==> src/rtl/hazard_ctrl_pkg.sv <==
// Shared definitions for the pipeline hazard controller: forwarding mux
// select codes, hazard FSM states and the per-stage tracking record.
package hazard_ctrl_pkg;

    typedef enum logic [1:0] {
        SEL_RF    = 2'b00,
        SEL_EXMEM = 2'b01,
        SEL_MEMWB = 2'b10,
        SEL_ALT   = 2'b11
    } fwd_sel_e;

    typedef enum logic [1:0] {
        RUN   = 2'b00,
        STALL = 2'b01,
        FLUSH = 2'b10
    } hz_state_e;

    typedef struct packed {
        logic       valid;
        logic [4:0] rd;
        logic       reg_write;
        logic       is_load;
    } stage_t;

    localparam stage_t STAGE_EMPTY = '{valid: 1'b0, rd: 5'd0, reg_write: 1'b0, is_load: 1'b0};

    // True when stage s will produce a value for register r (x0 never forwards).
    function automatic logic writes_reg(input stage_t s, input logic [4:0] r);
        return s.valid && s.reg_write && (s.rd == r) && (r != 5'd0);
    endfunction

endpackage

==> src/rtl/hazard_ctrl_fwd_pick.sv <==
// Priority compare of one source register against the EX and MEM entries,
// producing the operand mux select.
import hazard_ctrl_pkg::*;

module fwd_pick (
    input  logic       use_alt,
    input  logic       use_rs,
    input  logic [4:0] rs,
    input  stage_t     ex,
    input  stage_t     mem,
    output fwd_sel_e   sel
);

    always_comb begin
        sel = SEL_RF;
        if (use_alt)
            sel = SEL_ALT;
        else if (use_rs && writes_reg(ex, rs))
            sel = SEL_EXMEM;
        else if (use_rs && writes_reg(mem, rs))
            sel = SEL_MEMWB;
    end

endmodule

==> src/rtl/hazard_ctrl.sv <==
// Hazard controller: registered forwarding selects, load-use stall and
// branch flush for a 5-stage in-order pipeline.
import hazard_ctrl_pkg::*;

module hazard_ctrl (
    input  logic       clk,
    input  logic       reset,
    input  logic       id_valid,
    input  logic [4:0] id_rs1,
    input  logic [4:0] id_rs2,
    input  logic       id_use_rs1,
    input  logic       id_use_rs2,
    input  logic       id_a_pc,
    input  logic       id_b_imm,
    input  logic [4:0] id_rd,
    input  logic       id_reg_write,
    input  logic       id_is_load,
    input  logic       branch_taken,
    output logic [1:0] fwd_a_sel,
    output logic [1:0] fwd_b_sel,
    output logic       stall,
    output logic       flush,
    output logic       ex_bubble
);

    hz_state_e state_q;
    stage_t    ex_q;
    stage_t    mem_q;
    stage_t    id_entry;
    fwd_sel_e  fwd_a_q;
    fwd_sel_e  fwd_b_q;
    fwd_sel_e  pick_a;
    fwd_sel_e  pick_b;
    logic      bubble_q;
    logic      load_use;
    logic      admit;

    fwd_pick u_pick_a (
        .use_alt (id_a_pc),
        .use_rs  (id_use_rs1),
        .rs      (id_rs1),
        .ex      (ex_q),
        .mem     (mem_q),
        .sel     (pick_a)
    );

    fwd_pick u_pick_b (
        .use_alt (id_b_imm),
        .use_rs  (id_use_rs2),
        .rs      (id_rs2),
        .ex      (ex_q),
        .mem     (mem_q),
        .sel     (pick_b)
    );

    always_comb begin
        load_use = id_valid && ex_q.valid && ex_q.is_load && (ex_q.rd != 5'd0) &&
                   ((id_use_rs1 && (id_rs1 == ex_q.rd)) ||
                    (id_use_rs2 && (id_rs2 == ex_q.rd)));
    end

    // A redirect overrides a coincident load-use hazard.
    assign stall = (state_q == RUN) && load_use && !branch_taken;
    assign flush = branch_taken || (state_q == FLUSH);
    assign admit = id_valid && !stall && !flush;

    assign id_entry = '{valid: 1'b1, rd: id_rd, reg_write: id_reg_write, is_load: id_is_load};

    always_ff @(posedge clk) begin
        if (reset) begin
            state_q  <= RUN;
            ex_q     <= STAGE_EMPTY;
            mem_q    <= STAGE_EMPTY;
            fwd_a_q  <= SEL_RF;
            fwd_b_q  <= SEL_RF;
            bubble_q <= 1'b1;
        end else begin
            mem_q    <= ex_q;
            ex_q     <= admit ? id_entry : STAGE_EMPTY;
            fwd_a_q  <= admit ? pick_a : SEL_RF;
            fwd_b_q  <= admit ? pick_b : SEL_RF;
            bubble_q <= !admit;
            if (branch_taken) begin
                state_q <= FLUSH;
            end else begin
                case (state_q)
                    RUN:     state_q <= stall ? STALL : RUN;
                    STALL:   state_q <= RUN;
                    FLUSH:   state_q <= RUN;
                    default: state_q <= RUN;
                endcase
            end
        end
    end

    assign fwd_a_sel = fwd_a_q;
    assign fwd_b_sel = fwd_b_q;
    assign ex_bubble = bubble_q;

endmodule

==> config.mk <==
export PLATFORM = sky130hd
export DESIGN_NAME = hazard_ctrl
export DESIGN_NICKNAME = d
export VERILOG_FILES = /design/src/rtl/hazard_ctrl_pkg.sv /design/src/rtl/hazard_ctrl_fwd_pick.sv /design/src/rtl/hazard_ctrl.sv
export SDC_FILE = /design/constraint.sdc
export NUM_CORES = 1
export LEC_CHECK = 0
export BUFFER_PORTS_ARGS = -buffer_cell sky130_fd_sc_hd__buf_4
export CAP_MARGIN = 5
export CORE_MARGIN = 2
export CORE_UTILIZATION = 48
export CTS_CLUSTER_DIAMETER = 50
export DETAILED_ROUTE_END_ITERATION = 10
export HOLD_SLACK_MARGIN = 0.02
export PLACE_DENSITY_LB_ADDON = 0.1
export SYNTH_ARGS = -nofsm -noshare
export SYNTH_HDL_FRONTEND = slang
export SYNTH_SLANG_ARGS = --single-unit
==> constraint.sdc <==
create_clock -name clk -period 3.4 [get_ports clk]
set_clock_uncertainty 0.1 [all_clocks]
set_input_delay 1.02 -clock clk [delete_from_list [all_inputs] [get_ports clk]]
set_output_delay 1.02 -clock clk [all_outputs]
set_load 0.1 [all_outputs]
==> key figures <==
Status
  – Status: complete, no violations

Floorplanning
  – Initial Utilization: approximately 50%
  – Die Wd: slightly below 50 um
  – Cell row count: 16
  – Die area: around 2400 um2
  – Core ar.: ~1900 um2
  – Die Ht: ~49 um
  – Ports: 32

Finish
  – Util after Layout: between 60% and 70%
  – Share of layout cells above drive strength 1: 32.59%
  – Fin area: 1279 um2
  – Final non-filler cell total: 162
  – Final Net Count: ~160
  – Antenna cells: 0
  – Layout area overhead: 33.77%

Min path
  – Worst hold endpoint: mem_q[1]
  – Hold path startpoint: ex_q[1]
  – Hold Path Depth: 1
  – HP Class: reg2reg

Routing
  – Router iterations before antenna repair: 4
  – # DRC: 0
  – Routed WL per cell: about 12 um
  – DR vias/cell: a little under 5
  – Detailed Route WL: approximately 1.9 mm
  – Detail Route Antenna Nets: 0
  – 1st-iter DRT viols: 8
  – Vias: between 700 and 800

Pwr
  – Max VDD drop: between 0.2 and 0.25 mV
  – Combinational Power Share: 17.2%
  – Power per cell area: 355.8 nW/um2
  – Switch share: 24.56%
  – Sw Pwr: 0.0001117 W
  – Cell-internal power: 0.0003433 W
  – Sequential Power Share: around three fifths
  – Clk network pwr share: 24.0%
  – Lkg Pwr: ~0.52 nW
  – Overall Power: about 0.00046 W

Synth
  – Yosys warning total: 0
  – Top cells by area, synth: dfxtp_1 46%, xnor2_1 10%, xor2_1 8.2%, nor2b_1 6.5%, nor3b_1 5.5%
  – Synth Area in Compound Gates: under 10%
  – Async SR Flop Fraction: 0%
  – Synth cell count leaders: 22 x dfxtp_1, 11 x xnor2_1, 10 x nor2b_1
  – FF+latch count, synth: 22
  – Top cell type's share of synthesized area: 46.07%
  – Adder-cell area share of the yosys netlist: 0%
  – Post-Syn Nets: 123
  – Main combinational cell family by area after synthesis: simple AND/OR/NAND/NOR gates
  – Post-synthesis mux area share: 0%
  – Synth Cell Area: roughly 960 um2
  – Xor and xnor fraction of the mapped netlist area: 18.32%
  – Yosys top cell by area: dfxtp_1
  – Most frequent cell after synthesis: dfxtp_1
  – Synth Area in Simple Gates: 28.27%
  – Number of synthesized flops with an enable pin: 0
  – Synth unique cells: 24
  – Mapped Cells: between 90 and 100
  – Main synth FF type: dfxtp_1
  – Sequential area share after synthesis: between 40% and 50%
  – Avg Cell Area, Syn: 9.754 um2

CTS
  – Post-CTS sizing: 0
  – CTS tree: done
  – Root Buffer: clkbuf_4
  – Hold_buf cts: 0
  – Setup repair bufs after CTS: 0
  – Clk_lat worst skew: between 200 and 300 ps
  – Sink Count: 22
  – CTS max path bufs: 2
  – TritonCTS Buffers: 3
  – Clock transition at path regs: ~110 ps
  – H-tree Lvls: 1

Placement
  – Final RePlAce weighted congestion: just under 0.9
  – Post-DP Area: around 1200 um2
  – Dpl hpwl: 1.549 mm
  – Inst Count DP: between 150 and 200
  – Port bufs: 31

Critical path
  – Max FO, Critical Path: 3
  – Worst R2R Start: ex_q[5]
  – Slowest cell on the critical path: or2_2
  – R2R depth: 6
  – Reg-to-Reg End: fwd_a_sel[0]
  – Req. time, crit path: 2280 ps
  – Crit path DAT: 2190 ps
  – Crit Path Category: in2out
  – CP startpoint kind: primary input
  – Crit-path cells: buf_4 > xnor2_1 > nand4_1 > or2_2 > a21oi_2 > buf_6
  – Crit path capture type: primary output
  – Reg2Reg Setup Slack: about 1500 ps
  – Critical path's largest stage delay: 320 ps

Global route
  – GRT Total Usage: about 17%
  – Grt ovf: 0
  – Vias in the first global route: between 700 and 800
  – Global-route wire length before repair: ~3.2 mm
  – Largest net degree at the start of global routing: 15
  – Initial antenna violation count: 0

Job
  – Max_cap viols: 0

Timing
  – Setup violators final: 0
  – Worst Max-Slew Pin Slew: around 440 ps
  – Final hold slack: 392.3 ps
  – Min Tclk post-route: ~3300 ps
  – Fmax: slightly above 300 MHz
  – Period utilization: a little over nine tenths
  – Slew Limit Fails: 0
  – Max transition margin: 70.82%
  – Hold violation total from the final report: 0
## cells in the final DEF (no fill, tap or decap), drive strengths merged
cell,Yosys,routed
nor3,3,3
inv,2,2
o2111ai,1,1
nand4,3,3
or4,3,3
nand2b,1,1
or3,1,1
nor4,3,3
dfxtp,22,22
o21ai,1,1
or2,3,3
clkbuf,1,3
buf,1,36
or3b,1,1
a21oi,2,2
nand3,2,2
nand2,4,4
nor2,4,4
a211oi,3,3
nor3b,7,7
nor2b,10,10
xnor2,11,11
xor2,9,9
## power groups by stage
| stage | sequential [W] | combinational (W) | clock [W] |
|---|---|---|---|
| finish | 0.000268 | 0.0000782 | 0.000109 |
| global route | 0.000268 | 0.0000836 | 0.000125 |
| CTS | 0.000268 | 0.0000784 | 0.000111 |
| detailed placement | 0.000273 | 0.0000782 | 0 |
| global placement | 0.000273 | 0.0000765 | 0 |
| floorplan | 0.000284 | 0.0000298 | 0 |
## worst max path at each step
stage	end	start	slack, ps
floorplan	stall	id_rs1[3]	80
global placement	stall	id_rs1[3]	40
detailed placement	stall	id_rs2[3]	30
CTS	stall	id_rs2[3]	20
global route	stall	id_rs1[2]	-20
finish	stall	id_rs2[1]	90
## metrics by stage
stage                     setup slack, ps  setup TNS, ps
after detailed placement            28.99              0
after global routing               -22.01         -22.01
after floorplan                     75.54              0
after global placement              37.08              0
final                               90.93              0
after CTS                           19.64              0
## kinds of logic (layout without fill, tap and decap cells)
| group | Yosys count | after routing |
|---|---|---|
| DFF | 22 | 22 |
| xor gates and xnor gates | 20 | 20 |
| AOI/OAI and AO/OA | 7 | 7 |
| and+or+nand+nor | 45 | 45 |
| buffers and inverters | 4 | 41 |
## routing by layer
layer / track usage, % / share of wire [%]
met2: 29.22 / 48
met3: 5.247 / 6.6
met1: 21.76 / 46
met5: 0 / 0
met4: 2.857 / 0
## final cells by class
| cell class | count | area, um2 |
|---|---|---|
| Clock buffer | 3 | 22.52 |
| Sequential cell | 22 | 440.4 |
| Timing Repair Buffer | 36 | 274.0 |
| Inverter | 2 | 7.507 |
| Fill cell | 159 | 643.1 |
| Tap cell | 27 | 33.78 |
| Multi-Input combinational cell | 72 | 500.5 |
## worst max-delay path: cells and delay by family
kind | cells | cell delay (ps)
XOR/XNOR | 1 | 140
AO/OA/AOI/OAI | 1 | 210
AND/OR/NAND/NOR | 2 | 440
buffers and inverters | 2 | 370
## flip-flops by register name (all words and copies together), names as in the netlist
| name | flops |
|---|---|
| ex_bubble | 1 |
| fwd_b_sel | 2 |
| mem_q | 7 |
| state_q | 2 |
| fwd_a_sel | 2 |
| ex_q | 8 |
No activity file was read; power rests on OpenSTA's default activity.
